===== config.mk =====
export PLATFORM = sky130hd
export DESIGN_NAME = aux_uart_tx
export DESIGN_NICKNAME = d
export VERILOG_FILES = /design/src/rtl/aux_uart_tx.sv
export SDC_FILE = /design/constraint.sdc
export NUM_CORES = 1
export LEC_CHECK = 0
export ABC_AREA = 1
export ABC_CLOCK_PERIOD_IN_PS = 2800
export CORE_MARGIN = 5
export CORE_UTILIZATION = 51
export CTS_CLUSTER_SIZE = 10
export DETAILED_ROUTE_END_ITERATION = 10
export HOLD_SLACK_MARGIN = 0.02
export PLACE_DENSITY = 0.76
export SLEW_MARGIN = 20
export SYNTH_ARGS = -nofsm -noshare
export SYNTH_HDL_FRONTEND = slang
export SYNTH_SLANG_ARGS = --single-unit

===== constraint.sdc =====
create_clock -name clk_i -period 2.8 [get_ports clk_i]
set_clock_uncertainty 0.1 [all_clocks]
set_input_delay 0.56 -clock clk_i [delete_from_list [all_inputs] [get_ports clk_i]]
set_output_delay 0.56 -clock clk_i [all_outputs]
set_load 0.05 [all_outputs]

===== src/rtl/aux_uart_tx.sv =====
// Aux-bus UART transmitter: 4-deep byte FIFO feeding an 8N1 serializer whose
// bit period is BAUDDIV+1 enabled clocks.
module aux_uart_tx #(
    parameter logic [15:0] BASE_ADDR = 16'hFF00,
    parameter logic [7:0]  DIV_RESET = 8'd9
) (
    input  logic        clk_i,
    input  logic        reset_i,
    input  logic        clk_en_i,
    input  logic [15:0] aux_adr_i,
    input  logic [7:0]  aux_dat_i,
    output logic [7:0]  aux_dat_o,
    output logic        aux_oe_o,
    input  logic        aux_we_i,
    input  logic        aux_re_i,
    output logic        txd_o,
    output logic        irq_o
);

    typedef enum logic [1:0] {S_IDLE, S_START, S_DATA, S_STOP} state_t;

    localparam logic [15:0] ADR_TXDATA = BASE_ADDR;
    localparam logic [15:0] ADR_STATUS = BASE_ADDR + 16'd1;
    localparam logic [15:0] ADR_DIV    = BASE_ADDR + 16'd2;

    state_t      state_q, state_d;
    logic [7:0]  fifo_q [4];
    logic [1:0]  wr_ptr_q, wr_ptr_d, rd_ptr_q, rd_ptr_d;
    logic [2:0]  count_q, count_d;
    logic [7:0]  shift_q, shift_d;
    logic [7:0]  baud_q, baud_d;
    logic [2:0]  bitcnt_q, bitcnt_d;
    logic [7:0]  div_q, div_d;
    logic        txd_q, txd_d;
    logic        irq_q, irq_d;
    logic        ovf_q, ovf_d;

    logic        sel_tx, sel_st, sel_div;
    logic        wr_tx, wr_st, wr_div;
    logic        full, empty, boundary, push, pop;
    logic [7:0]  status;

    assign sel_tx  = (aux_adr_i == ADR_TXDATA);
    assign sel_st  = (aux_adr_i == ADR_STATUS);
    assign sel_div = (aux_adr_i == ADR_DIV);
    assign wr_tx   = aux_we_i & clk_en_i & sel_tx;
    assign wr_st   = aux_we_i & clk_en_i & sel_st;
    assign wr_div  = aux_we_i & clk_en_i & sel_div;

    assign full     = (count_q == 3'd4);
    assign empty    = (count_q == 3'd0);
    assign boundary = (baud_q == 8'd0);

    assign status    = {4'b0000, ovf_q, (state_q != S_IDLE), empty, full};
    assign aux_oe_o  = aux_re_i & (sel_st | sel_div);
    assign aux_dat_o = !aux_oe_o ? 8'h00 : (sel_st ? status : div_q);

    assign txd_o = txd_q;
    assign irq_o = irq_q;

    always_comb begin
        state_d  = state_q;
        shift_d  = shift_q;
        baud_d   = baud_q;
        bitcnt_d = bitcnt_q;
        pop      = 1'b0;

        unique case (state_q)
            S_IDLE: begin
                if (!empty) begin
                    pop      = 1'b1;
                    shift_d  = fifo_q[rd_ptr_q];
                    baud_d   = div_q;
                    bitcnt_d = 3'd0;
                    state_d  = S_START;
                end
            end
            S_START: begin
                if (!boundary) begin
                    baud_d = baud_q - 8'd1;
                end else begin
                    baud_d  = div_q;
                    state_d = S_DATA;
                end
            end
            S_DATA: begin
                if (!boundary) begin
                    baud_d = baud_q - 8'd1;
                end else begin
                    baud_d  = div_q;
                    shift_d = shift_q >> 1;
                    if (bitcnt_q == 3'd7) state_d = S_STOP;
                    else                  bitcnt_d = bitcnt_q + 3'd1;
                end
            end
            S_STOP: begin
                if (!boundary) begin
                    baud_d = baud_q - 8'd1;
                end else if (!empty) begin
                    // back-to-back frame: next start bit follows the stop bit directly
                    pop      = 1'b1;
                    shift_d  = fifo_q[rd_ptr_q];
                    baud_d   = div_q;
                    bitcnt_d = 3'd0;
                    state_d  = S_START;
                end else begin
                    state_d = S_IDLE;
                end
            end
            default: state_d = S_IDLE;
        endcase

        unique case (state_d)
            S_START: txd_d = 1'b0;
            S_DATA:  txd_d = shift_d[0];
            default: txd_d = 1'b1;
        endcase

        // a pop in the same cycle frees a slot, so a write to a full FIFO still lands
        push     = wr_tx & (!full | pop);
        wr_ptr_d = push ? wr_ptr_q + 2'd1 : wr_ptr_q;
        rd_ptr_d = pop ? rd_ptr_q + 2'd1 : rd_ptr_q;
        count_d  = count_q + {2'b00, push} - {2'b00, pop};

        ovf_d = ovf_q;
        if (wr_st)                     ovf_d = 1'b0;
        else if (wr_tx & full & !pop)  ovf_d = 1'b1;

        div_d = wr_div ? aux_dat_i : div_q;
        irq_d = (state_d == S_IDLE) && (count_d == 3'd0);
    end

    always_ff @(posedge clk_i or posedge reset_i) begin
        if (reset_i) begin
            state_q  <= S_IDLE;
            wr_ptr_q <= 2'd0;
            rd_ptr_q <= 2'd0;
            count_q  <= 3'd0;
            shift_q  <= 8'd0;
            baud_q   <= 8'd0;
            bitcnt_q <= 3'd0;
            div_q    <= DIV_RESET;
            txd_q    <= 1'b1;
            irq_q    <= 1'b1;
            ovf_q    <= 1'b0;
        end else if (clk_en_i) begin
            state_q  <= state_d;
            wr_ptr_q <= wr_ptr_d;
            rd_ptr_q <= rd_ptr_d;
            count_q  <= count_d;
            shift_q  <= shift_d;
            baud_q   <= baud_d;
            bitcnt_q <= bitcnt_d;
            div_q    <= div_d;
            txd_q    <= txd_d;
            irq_q    <= irq_d;
            ovf_q    <= ovf_d;
        end
    end

    always_ff @(posedge clk_i) begin
        if (clk_en_i && push) fifo_q[wr_ptr_q] <= aux_dat_i;
    end

endmodule

# Word-level counts from Yosys, hierarchy flattened
# Memories as Yosys holds them, arrays and structs flattened.
# Index checks and enable logic that the tools add are counted.
[op_classes]
reduce_logical = 19
n_bitwise = 10
add_sub_neg = 6
mux = 30
eq_ne = 13
[ops]
columns = ["op", "n"]
rows = [
  ["8-bit 2-to-1 mux", 8],
  ["16-bit == test, second input constant", 3],
  ["8-bit case mux with 3 select lines", 2],
  ["3-bit 2-to-1 mux", 4],
  ["2-bit 2-to-1 mux", 5],
  ["3-bit case mux with 3 select lines", 1],
  ["1-bit AND", 8],
  ["8-bit zero test", 1],
  ["2-bit case mux with 4 select lines", 1],
  ["2-bit AND reduction", 4],
  ["8-bit by 1-bit subtractor with 8-bit output, second input constant", 1],
  ["1-bit 2-to-1 mux", 7],
  ["2-bit == test, second input constant", 3],
  ["3-bit == test, second input constant", 2],
  ["3-bit zero test", 2],
  ["2-bit != test, second input constant", 3],
  ["5-bit AND reduction", 1],
  ["2-bit by 1-bit adder with 2-bit output, second input constant", 2],
  ["2-bit by 1-bit == test with 1-bit output, second input constant", 2],
  ["2-bit zero test", 2],
  ["1-bit case mux with 2 select lines", 2],
  ["4-bit AND reduction", 1],
  ["2-bit nonzero test", 2],
  ["3-bit by 1-bit adder with 3-bit output", 1],
  ["other kinds (7)", 10],
]
[totals]
ramBits = 32
register_bits = 39
n_memories = 1
out_inout_bits = 11
[memory_table]
columns = ["name", "words", "width", "rd", "rd_clocked_by_memory_dff", "write_ports", "line", "source"]
rows = [
  ["fifo_q", 4, 8, 1, 0, 1, "27", "logic [7:0] fifo_q [4];"],
]

# Longest topological paths before layout
# Gate-level depths: netlist of run 1.
[logic_depth]
word_depth = 10
ltp_mapped = 19
mapped_depth_nobuf = 19

# Worst setup path after synthesis of run 1
# Ideal clock, no wire load.
[synth_timing]
path_type = "input to output"
startpoint = "input aux_adr_i[3]"
endpoint = "output aux_dat_o[0]"
slack_ps = -378
n_path_buf = 0
path_stages = 6
arrival_time_ps = 2518
path_cell_list = "or2_4 -> nor3_2 -> nand3_2 -> nand2_1 -> nand2_1 -> a211oi_1"
[synth_between]
elab_chain_len = 4
elab_cells_between_ends = 6
classes_between = "eq/ne (2); mux (2); bitwise (2)"
[synth_rtl]
columns = ["item", "line", "source"]
rows = [
  ["start, declared", "10", "input logic [15:0] aux_adr_i,"],
  ["16-bit == test (on tied branches)", "44, 45", ""],
  ["1-bit bitwise OR", "55", "assign aux_oe_o = aux_re_i & (sel_st | sel_div);"],
  ["1-bit AND", "55", ""],
  ["8-bit 2-to-1 mux (*)", "56", "assign aux_dat_o = !aux_oe_o ? 8'h00 : (sel_st ? status : div_q);"],
  ["end, declared", "12", "output logic [7:0] aux_dat_o,"],
]
# Mark *: on every way between the ends. The rest lies on a longest branch, timed or not.

# Worst setup path after layout of run 1
[layout_timing]
startpoint = "register baud_q[3]"
endpoint = "register count_q[2]"
[layout_between]
elab_chain_len = 7
[layout_rtl]
columns = ["item", "line", "source"]
rows = [
  ["start, declared", "31", "logic [7:0] baud_q, baud_d;"],
  ["start signal, assigned", "152", "baud_q <= baud_d;"],
  ["8-bit zero test (*)", "52", "assign boundary = (baud_q == 8'd0);"],
  ["1-bit 2-to-1 mux (*)", "97", "if (!boundary) begin"],
  ["1-bit case mux with 2 select lines (*)", "68", "unique case (state_q)"],
  ["1-bit bitwise OR", "120", "push = wr_tx & (!full | pop);"],
  ["1-bit AND", "120", ""],
  ["3-bit by 1-bit adder with 3-bit output", "123", "count_d = count_q + {2'b00, push} - {2'b00, pop};"],
  ["3-bit by 1-bit subtractor with 3-bit output (*)", "123", ""],
  ["end signal, assigned", "150", "count_q <= count_d;"],
  ["end, declared", "29", "logic [2:0] count_q, count_d;"],
]
# Marks and branches as above.
# A chain may end at the register's enable or synchronous reset.

==> results of run 1 <==
registers in the layout, indices dropped and copies added, names as in the netlist:
signal	flops
ovf_q	1
txd_o	1
rd_ptr_q	2
shift_q	8
baud_q	8
bitcnt_q	3
wr_ptr_q	2
fifo_q	32
irq_o	1
count_q	3
div_q	8
state_q	2
final cells by class:
class	instances	area, sq um	area share (%)
flip-flops and latches	71	1940	36.8
clock inverters	7	77.6	1.47
repair buffers	99	943	17.9
well taps	99	124	2.35
inverters	64	243	4.60
clock buffers	9	124	2.35
multi-input cells	309	1830	34.6
worst max-delay path, cell delays in order (launching register included):
cell	delay [ns]
dfrtp_1	0.44
nor2_2	0.18
nand2_2	0.09
inv_2	0.07
nand2_4	0.06
nand2_4	0.10
nand2_8	0.08
o21ai_4	0.18
nand2_2	0.12
ha_4	0.27
inv_4	0.06
ha_4	0.12
inv_2	0.04
fa_2	0.35
xor2_1	0.29
nand2_1	0.13
o21ai_0	0.13
worst max-delay path by stage:
stage,from,to,slack (ns)
after CTS,aux_adr_i[0],aux_dat_o[2],0.006
after global placement,aux_adr_i[3],irq_o,-0.35
after detailed placement,aux_adr_i[3],irq_o,-0.44
after global routing,baud_q[0],count_q[2],-0.17
after floorplan,aux_adr_i[3],aux_dat_o[0],-0.38
final,baud_q[3],count_q[2],-0.12
what timing repair did:
action,CTS,global route
gates resized for setup,32,44
hold buffers,0,0
setup buffers,11,8
endpoints found under the hold margin,0,0
setup endpoints to repair,11,18
pin swaps,14,17
gates cloned,0,1
power breakdown:
part | internal (mW) | switching, mW | total, mW
clock network | 0.421 | 0.432 | 0.853
registers | 1.27 | 0.206 | 1.48
logic | 0.912 | 1.50 | 2.41
per-layer routing:
| metal | vias up | wire (microns) |
|---|---|---|
| met5 | - | 0 |
| met4 | 0 | 493 |
| met3 | 47 | 987 |
| met2 | 213 | 5340 |
| met1 | 1731 | 4420 |
| li1 | 1698 | - |
cell usage in the layout (no fill, tap or decap), types with 2 or more instances in the layout:
cell type,instances
nand2_1,80
buf_4,53
o21ai_0,52
inv_1,51
nor2_1,47
dfrtp_1,35
edfxtp_1,32
nand3_1,20
a21oi_1,16
clkdlybuf4s50_1,14
o22ai_1,13
dlygate4sd2_1,13
inv_2,12
nor2_2,11
ha_1,10
nand2_2,9
clkbuf_8,9
buf_12,9
xor2_1,7
buf_6,7
nand2_4,4
o211ai_1,4
ha_4,4
dfstp_2,4
nor2_4,3
o21ai_1,3
inv_6,3
o21ai_2,2
nor3_4,2
nand4_1,2
a31oi_1,2
nor4_1,2
a211oi_1,2
clkinv_4,2
clkdlybuf4s15_1,2
metrics by stage:
stage	instances	power [mW]	setup slack, ns	TNS, ns
after floorplan	453	2.81	-0.378	-1.10
after global placement	622	3.40	-0.346	-2.03
after detailed placement	622	3.46	-0.443	-2.57
after CTS	649	4.32	0.00640	0
after global routing	658	5.03	-0.171	-1.07
final	658	4.74	-0.120	-0.205
logic make-up (layout without fill, tap and decap cells):
| group | Yosys count | in the layout | synth area share [%] |
|---|---|---|---|
| fa+ha+maj | 15 | 15 | 5.03 |
| compound gates | 98 | 98 | 14.2 |
| xor+xnor | 7 | 7 | 1.58 |
| simple gates | 189 | 189 | 21.9 |
| flops | 71 | 71 | 50.1 |
| buf+inv | 73 | 179 | 7.23 |
==> impl_metrics.csv, run 1 <==
group,metric,value,unit
run_status,status,"finished, violations left",
run_status,violations,"setup timing",
synthesis,synth_seq_cells,71,
final_layout,finish.instance_area,5280,sq um
route,wire_per_inst,17.1,microns
timing,period_share,104,%
global_routing,grt_pass1_wl,16400,microns
synthesis,async_flop_share,54.9,%
synthesis,ys_top_cells_by_count,"87 x nand2_1, 60 x inv_1, 56 x nor2_1, 54 x o21ai_0, 35 x dfrtp_1",
global_routing,antenna_found_initial,0,
synthesis,synthesis.area,3880,sq um
floorplan,io_pins,40,
floorplan,die_h,97.2,microns
cts,worstSkewPairLatency,0.36,ns
cts,cts_tree,"yes",
critical_path,ff2ff_setup_slack,-0.12,ns
power_and_ir_drop,p_per_area,897,nW/um^2
synthesis,synth_flop_cell,"dfrtp_1",
floorplan,fp.dieW,97.2,microns
critical_path,reg2reg_from,"baud_q[3]",
global_routing,overflow,0,
global_routing,met2_usage,35.7,%
synthesis,ys_top_cells_by_area,"edfxtp_1 25%, dfrtp_1 23%, nand2_1 8.4%",
timing,finalSetupViolCount,2,
synthesis,syn_nets,497,
timing,fin_crit,2.92,ns
route,remaining_drc_errors,0,
critical_path,cp-start-kind,"flop",
placed_design,place_area,4740,sq um
route,dr.first_iter.drc_count,402,
critical_path,critPathMaxFanout,4,
global_routing,grtUsageMet3,6.17,%
hold_path,holdPathStages,2,
floorplan,die_area,9450,sq um
cts,cts_root_buf,"clkbuf_8",
global_routing,track_usage,21.8,%
critical_path,reg2reg_to,"count_q[2]",
cts,cts_buffers,9,
synthesis,synth_top_area_share,24.8,%
critical_path,worstPathRequired,2.96,ns
power_and_ir_drop,ir_drop,0.687,mV
global_routing,grt.busiest_layer,"met2",
critical_path,critPathArrivalTime,3.08,ns
timing,fmax,342,MHz
global_routing,grt_util_met1,27.1,%
timing,relSlewSlack,63.9,%
route,wl,11200,microns
global_routing,grt_max_degree,40,
timing,rsz0062_at_grt,"yes",
route,drtAntennaViolNets,0,
synthesis,ys_seq_area_share,50.1,%
floorplan,coreArea,7330,sq um
synthesis,synth_edf_count,32,
cts,cts_buffer_depth,2,
hold_path,min_path_type,"reg2reg",
cts,cts.htree.levels,3,
timing,hold_violations,0,
timing,timing.hold.ws,0.383,ns
final_layout,fin_util,72.0,%
global_routing,grt_pass1_vias,3452,
floorplan,start_util,52.9,%
hold_path,hold_start,"bitcnt_q[2]",
final_layout,fill_cells,483,
timing,max_slew.worst_pin.slew,0.541,ns
placed_design,hpwl,7050,microns
cts,clkSinkCount,71,
synthesis,synth.most_common_cell,"nand2_1",
synthesis,syn_inst,453,
route,vias_per_cell,5.61,
cts,path_clk_slew,0.08,ns
timing,slew_viol_final,0,
hold_path,hold_end,"bitcnt_q[2]",
power_and_ir_drop,p_leak,2.42,nW
synthesis,synth_top_area_cell,"edfxtp_1",
run,cap_violations,0,
final_layout,final_nets,598,
critical_path,crit_type,"reg2reg",
critical_path,worst_setup_path_end_kind,"flop",
route,first_pass_iters,5,
placed_design,gp_congestion,0.938,
synthesis,syn_area_per_cell,8.56,sq um
synthesis,yosysWarnings,0,
floorplan,row_count,31,
final_layout,drive_gt1_share,26.5,%
final_layout,area.growth.synth_to_final,36.1,%
synthesis,synth_cell_types,36,
critical_path,r2r_cells,16,
placed_design,io_buffers,39,
timing,fin_ws,-0.120,ns
final_layout,antennaDiodeCount,0,
route,vias,3689,
Power figures use the tool's default switching activity.
==> run 2, diff against run 1 <==
--- a/config.mk
+++ b/config.mk
@@ -13,7 +13,7 @@
 export DETAILED_ROUTE_END_ITERATION = 10
 export HOLD_SLACK_MARGIN = 0.02
 export PLACE_DENSITY = 0.76
-export SLEW_MARGIN = 20
+export SKIP_LAST_GASP = 1
 export SYNTH_ARGS = -nofsm -noshare
 export SYNTH_HDL_FRONTEND = slang
 export SYNTH_SLANG_ARGS = --single-unit
==> results of run 2 <==
Final layout, timing and power as in run 1 (identical DEF).
==> run 3, diff against run 2 <==
--- a/config.mk
+++ b/config.mk
@@ -12,7 +12,7 @@
 export CTS_CLUSTER_SIZE = 10
 export DETAILED_ROUTE_END_ITERATION = 10
 export HOLD_SLACK_MARGIN = 0.02
-export PLACE_DENSITY = 0.76
+export PLACE_DENSITY = 0.75
 export SKIP_LAST_GASP = 1
 export SYNTH_ARGS = -nofsm -noshare
 export SYNTH_HDL_FRONTEND = slang
==> impl_metrics.csv, run 3 (synthesized netlist as in run 1, its figures left out) <==
group,metric,value,unit
timing,slew_viol_final,0,
cts,holdBufCountCts,0,
timing,fmax,361,MHz
cts,cts_buffers,9,
critical_path,critPathLaunch,"count_q[1]",
final_layout,area.growth.synth_to_final,36.2,%
floorplan,coreArea,7330,sq um
timing,fin_crit,2.77,ns
final_layout,finish.instance_area,5280,sq um
cts,worstSkewPairLatency,0.34,ns
cts,cts_buffer_depth,2,
floorplan,io_pins,40,
critical_path,critPathMaxFanout,5,
route,wire_per_inst,16.0,microns
timing,setup_tns,0,ns
global_routing,track_usage,21.7,%
cts,cts.htree.levels,3,
global_routing,overflow,0,
timing,fin_ws,0.0319,ns
global_routing,grt_max_degree,40,
critical_path,cp_cell_sequence,"or2_2 > nor2_1 > nor2_1 > a211oi_4 > buf_4 > buf_12",
timing,rsz0062_at_grt,"yes",
route,dr.first_iter.drc_count,481,
hold_path,min_path_type,"reg2reg",
placed_design,pre_cts_slack,-0.514,ns
power_and_ir_drop,p_leak,2.42,nW
critical_path,worstPathRequired,2.14,ns
placed_design,numPlacedInstances,625,
critical_path,critPathArrivalTime,2.11,ns
placed_design,gp_congestion,0.866,
global_routing,grtUsageMet3,5.60,%
route,vias,3581,
hold_path,holdPathStages,2,
critical_path,reg2reg_to,"irq_o",
run,cap_violations,0,
final_layout,mostFrequentLayoutCells,"79 x nand2_1, 52 x buf_4, 51 x inv_1, 51 x nor2_1, 49 x o21ai_0",
floorplan,start_util,52.9,%
global_routing,grt_pass1_vias,3438,
critical_path,cpMostUsedCell,"nor2_1",
global_routing,grt.busiest_layer,"met2",
timing,timing.hold.ws,0.387,ns
power_and_ir_drop,p_per_area,881,nW/um^2
route,vias_per_cell,5.45,
route,wl,10500,microns
cts,path_clk_slew,0.08,ns
run_status,status,"complete, no violations",
timing,max_slew.worst_pin.slew,0.557,ns
route,first_pass_iters,6,
critical_path,cp-start-kind,"flop",
global_routing,grt_util_met1,26.9,%
timing,period_share,98.9,%
power_and_ir_drop,ir_drop,0.437,mV
critical_path,slowest_delay,0.46,ns
critical_path,slowest_stage,"dfrtp_1",
timing,relSlewSlack,62.8,%
placed_design,io_buffers,39,
critical_path,crit_end,"aux_dat_o[0]",
timing,finalSetupViolCount,0,
final_layout,antennaDiodeCount,0,
floorplan,fp.dieW,97.2,microns
final_layout,largest_register_ffs,32,
critical_path,r2r_cells,17,
route,drtAntennaViolNets,0,
placed_design,hpwl,7030,microns
critical_path,crit_type,"reg2out",
global_routing,grt_pass1_wl,16400,microns
floorplan,row_count,31,
final_layout,top_register,"fifo_q",
final_layout,mostFrequentLayoutCell,"nand2_1",
global_routing,met2_usage,35.7,%
final_layout,final_nets,597,
global_routing,antenna_found_initial,0,
critical_path,reg2reg_from,"baud_q[6]",
cts,cts_tree,"yes",
route,remaining_drc_errors,0,
floorplan,die_area,9450,sq um
critical_path,worst_setup_path_end_kind,"output pin",
final_layout,fin_util,72.0,%
cts,clkSinkCount,71,
floorplan,die_h,97.2,microns
placed_design,place_area,4760,sq um
timing,hold_violations,0,
cts,cts_root_buf,"clkbuf_8",
power_and_ir_drop,total_power,4.65,mW
critical_path,ff2ff_setup_slack,0.04,ns
final_layout,final_cells,657,
final_layout,drive_gt1_share,26.7,%
[run 3: cell types whose count changed in the layout (fill, tap and decap cells not counted), moves of 2 or more]
cell	delta
clkbuf_2	+2
clkdlybuf4s15_1	+2
dlygate4sd2_1	-3
inv_6	-2
nand3_1	-2
nand3_2	+2
nor2_1	+4
nor2_2	-3
o21ai_0	-3
o21ai_1	+3
[run 3: cell type report]
type,instances,area [sq um]
Multi-Input combinational cell,309,1830
Inverter,64,243
Tap cell,99,124
Clock inverter,7,95.1
Fill cell,507,2050
Sequential cell,71,1940
Clock buffer,9,124
Timing Repair Buffer,98,927
[run 3: power by group]
| part | total, mW | switching [mW] | internal [mW] |
|---|---|---|---|
| Clock | 0.903 | 0.400 | 0.503 |
| Sequential | 1.46 | 0.188 | 1.27 |
| Combinational | 2.29 | 1.40 | 0.891 |
| Total | 4.65 | 1.99 | 2.66 |
[run 3: worst min path at each step]
stage / startpoint / to / slack (ns)
after floorplan: bitcnt_q[1] / bitcnt_q[1] / 0.35
after global placement: bitcnt_q[2] / bitcnt_q[2] / 0.36
after detailed placement: bitcnt_q[1] / bitcnt_q[1] / 0.37
after CTS: bitcnt_q[1] / bitcnt_q[1] / 0.39
after global routing: irq_o / irq_o / 0.41
final: bitcnt_q[2] / bitcnt_q[2] / 0.39
[run 3: what timing repair did]
| action | in CTS | in global routing |
|---|---|---|
| endpoints found under the setup margin | 11 | 19 |
| gates resized for setup | 33 | 51 |
| pin swaps | 14 | 23 |
| buffers inserted | 13 | 2 |
| gates cloned | 0 | 1 |
[run 3: worst max-delay path: cells and delay by family (launching register included)]
kind | cells | cell delay [ns]
AOI/OAI and AO/OA | 1 | 0.27
and+or+nand+nor | 3 | 0.74
buffers and inverters | 2 | 0.29
DFF | 1 | 0.46
[run 3: routing by layer]
layer	wire length [microns]	up-vias
met5	0	-
li1	-	1694
met3	908	29
met2	5150	187
met4	257	0
met1	4190	1671
